[config.mk]
export PLATFORM = sky130hd
export DESIGN_NAME = mips_bus_arbiter_flat
export DESIGN_NICKNAME = d
export VERILOG_FILES = /design/src/rtl/mips_bus_arbiter_if.sv /design/src/rtl/mips_bus_arbiter.sv /design/src/flat_wrapper.sv
export SDC_FILE = /design/constraint.sdc
export NUM_CORES = 1
export LEC_CHECK = 0
export BUFFER_PORTS_ARGS = -buffer_cell sky130_fd_sc_hd__buf_2
export CAP_MARGIN = 15
export CORE_AREA = 2 2 107 109
export CTS_CLUSTER_DIAMETER = 50
export DETAILED_ROUTE_END_ITERATION = 8
export DIE_AREA = 0 0 109 111
export MAX_ROUTING_LAYER = met4
export PLACE_DENSITY = 0.55
export SYNTH_ARGS = -nofsm -noshare
export SYNTH_HDL_FRONTEND = slang
export SYNTH_SLANG_ARGS = --single-unit
[constraint.sdc]
create_clock -name clk -period 1.98 [get_ports clk]
set_input_delay 0.396 -clock clk [delete_from_list [all_inputs] [get_ports clk]]
set_output_delay 0.396 -clock clk [all_outputs]
set_load 0.005 [all_outputs]
[src/rtl/mips_bus_arbiter_if.sv]
// Bundled request/response signals between the CPU's fetch and load/store ports,
// the arbiter, and the single external Avalon-style memory port.
interface mips_bus_arbiter_if #(
   parameter int ADDR_W = 32,
   parameter int DATA_W = 32
) ();
   // fetch port
   logic [ADDR_W-1:0]   i_address;
   logic                i_read;
   logic                i_waitrequest;
   logic [DATA_W-1:0]   i_readdata;
   // load/store port
   logic [ADDR_W-1:0]   d_address;
   logic                d_read;
   logic                d_write;
   logic [DATA_W-1:0]   d_writedata;
   logic [DATA_W/8-1:0] d_byteenable;
   logic                d_waitrequest;
   logic [DATA_W-1:0]   d_readdata;
   // memory port
   logic [ADDR_W-1:0]   bus_address;
   logic                bus_read;
   logic                bus_write;
   logic [DATA_W-1:0]   bus_writedata;
   logic [DATA_W/8-1:0] bus_byteenable;
   logic                bus_waitrequest;
   logic [DATA_W-1:0]   bus_readdata;

   // Arbiter side: takes both CPU requests and the memory response, drives the rest.
   modport slave (
      input  i_address, i_read, d_address, d_read, d_write, d_writedata, d_byteenable,
             bus_waitrequest, bus_readdata,
      output i_waitrequest, i_readdata, d_waitrequest, d_readdata,
             bus_address, bus_read, bus_write, bus_writedata, bus_byteenable
   );

   // Environment side: the CPU core plus the external memory.
   modport master (
      output i_address, i_read, d_address, d_read, d_write, d_writedata, d_byteenable,
             bus_waitrequest, bus_readdata,
      input  i_waitrequest, i_readdata, d_waitrequest, d_readdata,
             bus_address, bus_read, bus_write, bus_writedata, bus_byteenable
   );
endinterface

[src/rtl/mips_bus_arbiter.sv]
// Two-master (fetch, load/store) to one-slave bus arbiter for mips_cpu_bus.
// Optional ARB_ROUND_ROBIN_EN: alternate grants on contention instead of data-first priority.
module mips_bus_arbiter #(
   parameter int ADDR_W = 32,
   parameter int DATA_W = 32
) (
   input  logic                  clk,
   input  logic                  reset,
   mips_bus_arbiter_if.slave     bus,
   output logic [1:0]            grant
);
   localparam logic [ADDR_W-1:0]   ZERO_ADDR = '0;
   localparam logic [DATA_W-1:0]   ZERO_DATA = '0;
   localparam logic [DATA_W/8-1:0] ZERO_BE   = '0;
   localparam logic [DATA_W/8-1:0] ALL_LANES = '1;

   typedef enum logic [1:0] {
      IDLE  = 2'b00,
      GNT_I = 2'b01,
      GNT_D = 2'b10
   } state_t;

   state_t state, state_next;
   logic   i_req, d_req;
   logic   pick_data;

   assign i_req = bus.i_read;
   assign d_req = bus.d_read | bus.d_write;

   // Both masters see the memory data; only the granted one treats it as valid.
   assign bus.i_readdata = bus.bus_readdata;
   assign bus.d_readdata = bus.bus_readdata;

   // NOTE: sequential state uses non-blocking assignments so every register
   // samples pre-edge values regardless of process ordering.
   always_ff @(posedge clk or posedge reset) begin
      if (reset) begin
         state <= IDLE;
         grant <= 2'b00;
      end else begin
         state <= state_next;
         grant <= state_next;
      end
   end

`ifdef ARB_ROUND_ROBIN_EN
   // Owner of the most recent completed transfer: 0 = fetch, 1 = data.
   logic last;

   always_ff @(posedge clk or posedge reset) begin
      if (reset) begin
         last <= 1'b0;
      end else if (state == GNT_I && i_req && !bus.bus_waitrequest) begin
         last <= 1'b0;
      end else if (state == GNT_D && d_req && !bus.bus_waitrequest) begin
         last <= 1'b1;
      end
   end

   assign pick_data = ~last;
`else
   assign pick_data = 1'b1;
`endif

   // NOTE: every output and next-state gets a default before the case so no
   // path leaves a signal unassigned, which would infer a latch.
   always_comb begin
      state_next          = state;
      bus.bus_address     = ZERO_ADDR;
      bus.bus_read        = 1'b0;
      bus.bus_write       = 1'b0;
      bus.bus_writedata   = ZERO_DATA;
      bus.bus_byteenable  = ZERO_BE;
      bus.i_waitrequest   = 1'b1;
      bus.d_waitrequest   = 1'b1;

      case (state)
         IDLE: begin
            if (d_req && (!i_req || pick_data)) begin
               state_next = GNT_D;
            end else if (i_req) begin
               state_next = GNT_I;
            end
         end

         GNT_I: begin
            bus.bus_address    = bus.i_address;
            bus.bus_read       = bus.i_read;
            bus.bus_byteenable = ALL_LANES;
            bus.i_waitrequest  = bus.bus_waitrequest;
            // Leave on completion or on request withdrawal.
            if (!i_req || !bus.bus_waitrequest) begin
               state_next = IDLE;
            end
         end

         GNT_D: begin
            bus.bus_address    = bus.d_address;
            bus.bus_write      = bus.d_write;
            bus.bus_read       = bus.d_read & ~bus.d_write;  // write wins
            bus.bus_writedata  = bus.d_writedata;
            bus.bus_byteenable = bus.d_byteenable;
            bus.d_waitrequest  = bus.bus_waitrequest;
            if (!d_req || !bus.bus_waitrequest) begin
               state_next = IDLE;
            end
         end

         default: begin
            state_next = IDLE;
         end
      endcase
   end
endmodule

[src/flat_wrapper.sv]
// flat-port wrapper written by rule: the top's interface ports become plain ports
module mips_bus_arbiter_flat 
#(
   parameter int ADDR_W = 32,
   parameter int DATA_W = 32
)
  (clk, reset, grant, bus_i_address, bus_i_read, bus_d_address, bus_d_read, bus_d_write, bus_d_writedata, bus_d_byteenable, bus_bus_waitrequest, bus_bus_readdata, bus_i_waitrequest, bus_i_readdata, bus_d_waitrequest, bus_d_readdata, bus_bus_address, bus_bus_read, bus_bus_write, bus_bus_writedata, bus_bus_byteenable);
  mips_bus_arbiter_if #(.ADDR_W(ADDR_W), .DATA_W(DATA_W)) bus_i ();
  input  logic clk;
  input  logic reset;
  output logic [1:0] grant;
  input wire logic [$bits(bus_i.i_address)-1:0] bus_i_address;
  input wire logic [$bits(bus_i.i_read)-1:0] bus_i_read;
  input wire logic [$bits(bus_i.d_address)-1:0] bus_d_address;
  input wire logic [$bits(bus_i.d_read)-1:0] bus_d_read;
  input wire logic [$bits(bus_i.d_write)-1:0] bus_d_write;
  input wire logic [$bits(bus_i.d_writedata)-1:0] bus_d_writedata;
  input wire logic [$bits(bus_i.d_byteenable)-1:0] bus_d_byteenable;
  input wire logic [$bits(bus_i.bus_waitrequest)-1:0] bus_bus_waitrequest;
  input wire logic [$bits(bus_i.bus_readdata)-1:0] bus_bus_readdata;
  output wire logic [$bits(bus_i.i_waitrequest)-1:0] bus_i_waitrequest;
  output wire logic [$bits(bus_i.i_readdata)-1:0] bus_i_readdata;
  output wire logic [$bits(bus_i.d_waitrequest)-1:0] bus_d_waitrequest;
  output wire logic [$bits(bus_i.d_readdata)-1:0] bus_d_readdata;
  output wire logic [$bits(bus_i.bus_address)-1:0] bus_bus_address;
  output wire logic [$bits(bus_i.bus_read)-1:0] bus_bus_read;
  output wire logic [$bits(bus_i.bus_write)-1:0] bus_bus_write;
  output wire logic [$bits(bus_i.bus_writedata)-1:0] bus_bus_writedata;
  output wire logic [$bits(bus_i.bus_byteenable)-1:0] bus_bus_byteenable;
  assign bus_i.i_address = bus_i_address;
  assign bus_i.i_read = bus_i_read;
  assign bus_i.d_address = bus_d_address;
  assign bus_i.d_read = bus_d_read;
  assign bus_i.d_write = bus_d_write;
  assign bus_i.d_writedata = bus_d_writedata;
  assign bus_i.d_byteenable = bus_d_byteenable;
  assign bus_i.bus_waitrequest = bus_bus_waitrequest;
  assign bus_i.bus_readdata = bus_bus_readdata;
  assign bus_i_waitrequest = bus_i.i_waitrequest;
  assign bus_i_readdata = bus_i.i_readdata;
  assign bus_d_waitrequest = bus_i.d_waitrequest;
  assign bus_d_readdata = bus_i.d_readdata;
  assign bus_bus_address = bus_i.bus_address;
  assign bus_bus_read = bus_i.bus_read;
  assign bus_bus_write = bus_i.bus_write;
  assign bus_bus_writedata = bus_i.bus_writedata;
  assign bus_bus_byteenable = bus_i.bus_byteenable;
  mips_bus_arbiter #(.ADDR_W(ADDR_W), .DATA_W(DATA_W)) u_core (.clk(clk), .reset(reset), .bus(bus_i), .grant(grant));
endmodule
* Word-level counts from Yosys, hierarchy flattened
Index checks and enable logic that the tools add are counted.
** Cells by class
- Eq/ne operators :: 5
- Multiplexer cells :: 12
- Bitwise gates (word level) :: 3
- Reduce and logical (&&, ||, !) cells :: 7
** Operators with widths (number)
- one-hot mux 32 bit (2 select lines) :: 1
- 2-to-1 mux 32 bit :: 1
- 2-to-1 mux 2 bit :: 4
- one-hot mux 4 bit (2 select lines) :: 1
- one-hot mux 2 bit (3 select lines) :: 1
- != test 2 x 1 -> 1 bit (second input constant) :: 2
- logical NOT 1 bit :: 3
- 2-to-1 mux 1 bit :: 3
- != test 3 x 2 -> 1 bit (second input constant) :: 1
- AND reduction 3 bit :: 1
- == test 2 x 1 -> 1 bit (second input constant) :: 1
- == test 2 bit (second input constant) :: 1
- logical NOT 2 bit :: 1
- logical OR 1 bit :: 2
- one-hot mux 1 bit (2 select lines) :: 1
- bitwise AND 1 bit :: 1
- inverter 1 bit :: 1
- OR 1 bit :: 1
** Storage, ports and cells
- Register bits :: 2
- Output and inout port bits :: 138

* Logic depth before layout (Yosys ltp)
- Depth in word-level cells :: 5
- Depth in mapped cells :: 7
- Mapped depth without buffers :: 5

* Worst setup path after synthesis
OpenSTA, ideal clock, no wires.
- Path kind :: reg2out
- Start point :: reg u_core.grant[0] (netlist name)
- End point :: out bus_bus_read
- Arrival time :: 1.215 ns
- Path slack :: 0.369 ns
- Cell stages (with the launch flop) :: 8
- Buffers on the path :: 2
- Path through :: dfrtp_1 > inv_1 > ha_1 > buf_4 > buf_4 > nand2_1 > o21ai_0 > and2_1
** RTL lines
- end: declaration :: RTL line flat_wrapper.sv:26 : output wire logic [$bits(bus_i.bus_read)-1:0] bus_bus_read;

==> summary.json <==
{
  "vias_per_cell": 3.74,
  "power.clock.fraction": 0.134,
  "tritoncts_num_sinks": 2,
  "maxSlewViolCount": 0,
  "end_kind": "output port",
  "synthesis.area_per_instance_sq_um": 6.93,
  "crit_slowest_cell": "sky130_fd_sc_hd__dfrtp_2",
  "clk_latency_ns": 0.22,
  "synth_top_cell_area_share": 0.347,
  "grt_setup_unrepaired": "yes",
  "met2WireLength_microns": 2760,
  "cp.arrival_ns": 1.50,
  "worst_hold_path_type": "primary input to asynchronous set/reset pin",
  "die_area_sq_um": 12100,
  "detail_route.first_pass.iterations": 4,
  "layout-drive-gt1-share": 0.625,
  "via_count": 1745,
  "p_int_mw": 1.35,
  "grt-ovfl-total": 0,
  "top_regs": "u_core.grant (2)",
  "m1WireLength_microns": 2240,
  "post-route-min-period_ns": 1.90,
  "ys_warn_count": 0,
  "crit_path_start_kind": "flip-flop",
  "start_util": 0.131,
  "grt_start_max_net_pins": 40,
  "met3RoutedLength_microns": 400,
  "netlist_area_sq_um": 1450,
  "total_leakage_power_nw": 1.24,
  "placementRows": 39,
  "dominant_combinational_cell_family_by_area_after_synthesis": "buffers and inverters",
  "wirelength_microns": 5500,
  "ys_top_cells_by_count": "sky130_fd_sc_hd__buf_4 (67), sky130_fd_sc_hd__nor2b_1 (36), sky130_fd_sc_hd__and2_1 (34)",
  "synth-edff-count": 0,
  "ios": 276,
  "cp_data_required_time_ns": 1.58,
  "floorplan.core_area_sq_um": 11100,
  "synthSimpleGateAreaFrac": 0.326,
  "dpl.hpwl_microns": 4040,
  "tritoncts": "done",
  "grt_pass1_wl_microns": 7700,
  "outcome": "finished, final reports clean",
  "clk_pin_slew_ns": 0.03,
  "gp_congestion": 0.762,
  "worst_clock_skew_ns": 0.000616,
  "registers.top_by_ff_count": "u_core.grant",
  "post_synthesis_register_bit_count": 2,
  "ys_top_cells_by_area": "sky130_fd_sc_hd__buf_4 (35%), sky130_fd_sc_hd__a22oi_1 (17%), sky130_fd_sc_hd__nor2b_1 (16%)",
  "timing.fmax_mhz": 527,
  "max_slew.worst_pin.slew_ns": 0.224,
  "placed_cells": 458,
  "antenna_left": 0,
  "final_util": 0.207,
  "drcViolationCount": 0,
  "antenna_found_initial": 0,
  "timing.reg2reg.setup_slack_ns": 0.47,
  "final-hold-violation-count": 0,
  "cp_cell_sequence": "inv_4, ha_4, clkbuf_16, a22oi_1, nor2b_1, buf_2",
  "critPathMaxFanout": 19,
  "rr_worst_depth": 6,
  "grt_pass1_vias": 1749,
  "mappedNetlistNets": 350,
  "number_of_nets_in_the_final_layout": 466,
  "drt_wl_cell_microns": 11.8,
  "most_frequently_used_cell_type_in_the_post_synthesis_netlist": "sky130_fd_sc_hd__buf_4",
  "ys.flop_type": "sky130_fd_sc_hd__dfrtp_1",
  "power.share.sequential": 0.038,
  "rr_endpoint": "u_core.grant[0]",
  "synth_mux_area_frac": 0,
  "fin_total_pwr_mw": 2.30,
  "timing.rr.start": "u_core.grant[1]",
  "synth_compound_gate_area_share": 0.223,
  "largest_register_ff_count": 2,
  "switchingPower_mw": 0.948,
  "synth-async-reset-ratio": 1.00,
  "path_class": "flip-flop to output port",
  "switching_share": 0.413,
  "max_cap_violations": 0,
  "maxUsedRoutingLayer": "met4",
  "yosysTopAreaCell": "sky130_fd_sc_hd__buf_4",
  "die-width_microns": 109,
  "power-per-cell-area_nw_per_um2": 1000,
  "hold_buffers": 0,
  "synth-xor-area-share": 0,
  "power.share.combinational": 0.827,
  "die-height_microns": 111,
  "drt_first_iter_violations": 47,
  "setup_viol_count_final": 0,
  "synthCells": 209,
  "port_buffers": 179,
  "cts_buffers": 3,
  "ctsRootBufferMaster": "sky130_fd_sc_hd__clkbuf_16",
  "critical-path-max-stage-delay_ns": 0.45,
  "hold_slack_ns": 0.0244,
  "final_cells": 466,
  "post_synth_fa_ha_maj_area_fraction": 0.0259,
  "n_antenna_cell": 0,
  "min_period_over_period": 0.958,
  "synth-seq-area-share": 0.0345,
  "worst_ir_drop_vdd_mv": 0.894,
  "gr-usage-all-layers": 0.0778,
  "cts_max_path_buffers": 2,
  "slew-limit-headroom": 0.849,
  "syn2layout_area_growth_pct": 57.9,
  "cts.htree.levels": 1,
  "cell_variety_after_synth": 20
}
==> metrics by stage <==
step / setup TNS, ns / setup slack [ns] / instance area (sq um)
2_1_floorplan: 0 / 0.369 / 1450
3_3_place_gp: 0 / 0.238 / 2040
3_5_place_dp: 0 / 0.158 / 2040
4_1_cts: 0 / 0.00700 / 2120
5_1_grt: -0.0243 / -0.0105 / 2290
6_report: 0 / 0.0833 / 2290
==> how the worst max path moves through the flow <==
stage,startpoint,to,slack [ns],cells past startpoint
floorplan,u_core.grant[0],bus_bus_read,0.37,7
global placement,u_core.grant[0],bus_bus_address[23],0.24,6
detailed placement,u_core.grant[0],bus_bus_address[23],0.16,6
CTS,u_core.grant[0],bus_bus_address[23],0.007,6
global route,u_core.grant[0],bus_bus_address[3],-0.01,6
finish,u_core.grant[1],bus_bus_address[14],0.08,6
==> worst max-delay path: cells and delay by family (launching register included) <==
family                   cells  cell delay, ns
flip-flops                   1            0.45
buffers and inverters        3            0.42
AO/OA/AOI/OAI                1            0.10
adder cells (fa/ha/maj)      1            0.20
AND/OR/NAND/NOR              1            0.10
==> logic make-up after synthesis <==
logic type | Yosys count
fa+ha+maj | 3
buf+inv | 82
compound gates | 45
flops | 2
simple gates | 77
==> cell type report <==
cell class	count	area, sq um
Fill cell	1211	8790
Timing Repair Buffer	190	1090
Multi-Input combinational cell	125	878
Tap cell	143	179
Clock buffer	3	75.1
Sequential cell	2	52.6
Inverter	3	16.3
==> power by group through the flow <==
stage	clock [mW]	sequential, mW	combinational, mW
detailed placement	0	0.0733	1.72
global route	0.319	0.0905	2.10
global placement	0	0.0707	1.69
floorplan	0	0.0713	1.08
finish	0.309	0.0879	1.90
CTS	0.315	0.0729	1.75
==> repair_timing <==
item,4_1_cts,5_1_grt
setup endpoints to repair,6,38
gates resized for setup,2,19
buffers inserted,0,2
cloned,0,3
pin swaps,0,1
==> cells in the final DEF (no fill, tap or decap), types with 2 or more instances in the layout <==
master                      count
sky130_fd_sc_hd__buf_2        179
sky130_fd_sc_hd__nor2b_1       36
sky130_fd_sc_hd__and2_1        34
sky130_fd_sc_hd__a22oi_1       31
sky130_fd_sc_hd__clkbuf_16      6
sky130_fd_sc_hd__a21oi_1        4
sky130_fd_sc_hd__ha_4           3
sky130_fd_sc_hd__buf_12         3
sky130_fd_sc_hd__buf_6          3
sky130_fd_sc_hd__o21ai_0        2
sky130_fd_sc_hd__a21boi_1       2
sky130_fd_sc_hd__nand2_1        2
sky130_fd_sc_hd__inv_4          2
sky130_fd_sc_hd__nand2b_1       2
sky130_fd_sc_hd__dfrtp_2        2
==> metal layers <==
layer / up-vias / GRT usage
met5: - / -
met4: 0 / 0.0350
met3: 26 / 0.00999
met2: 86 / 0.140
met1: 774 / 0.0837
li1: 859 / -
Power figures use the tool's default switching activity.
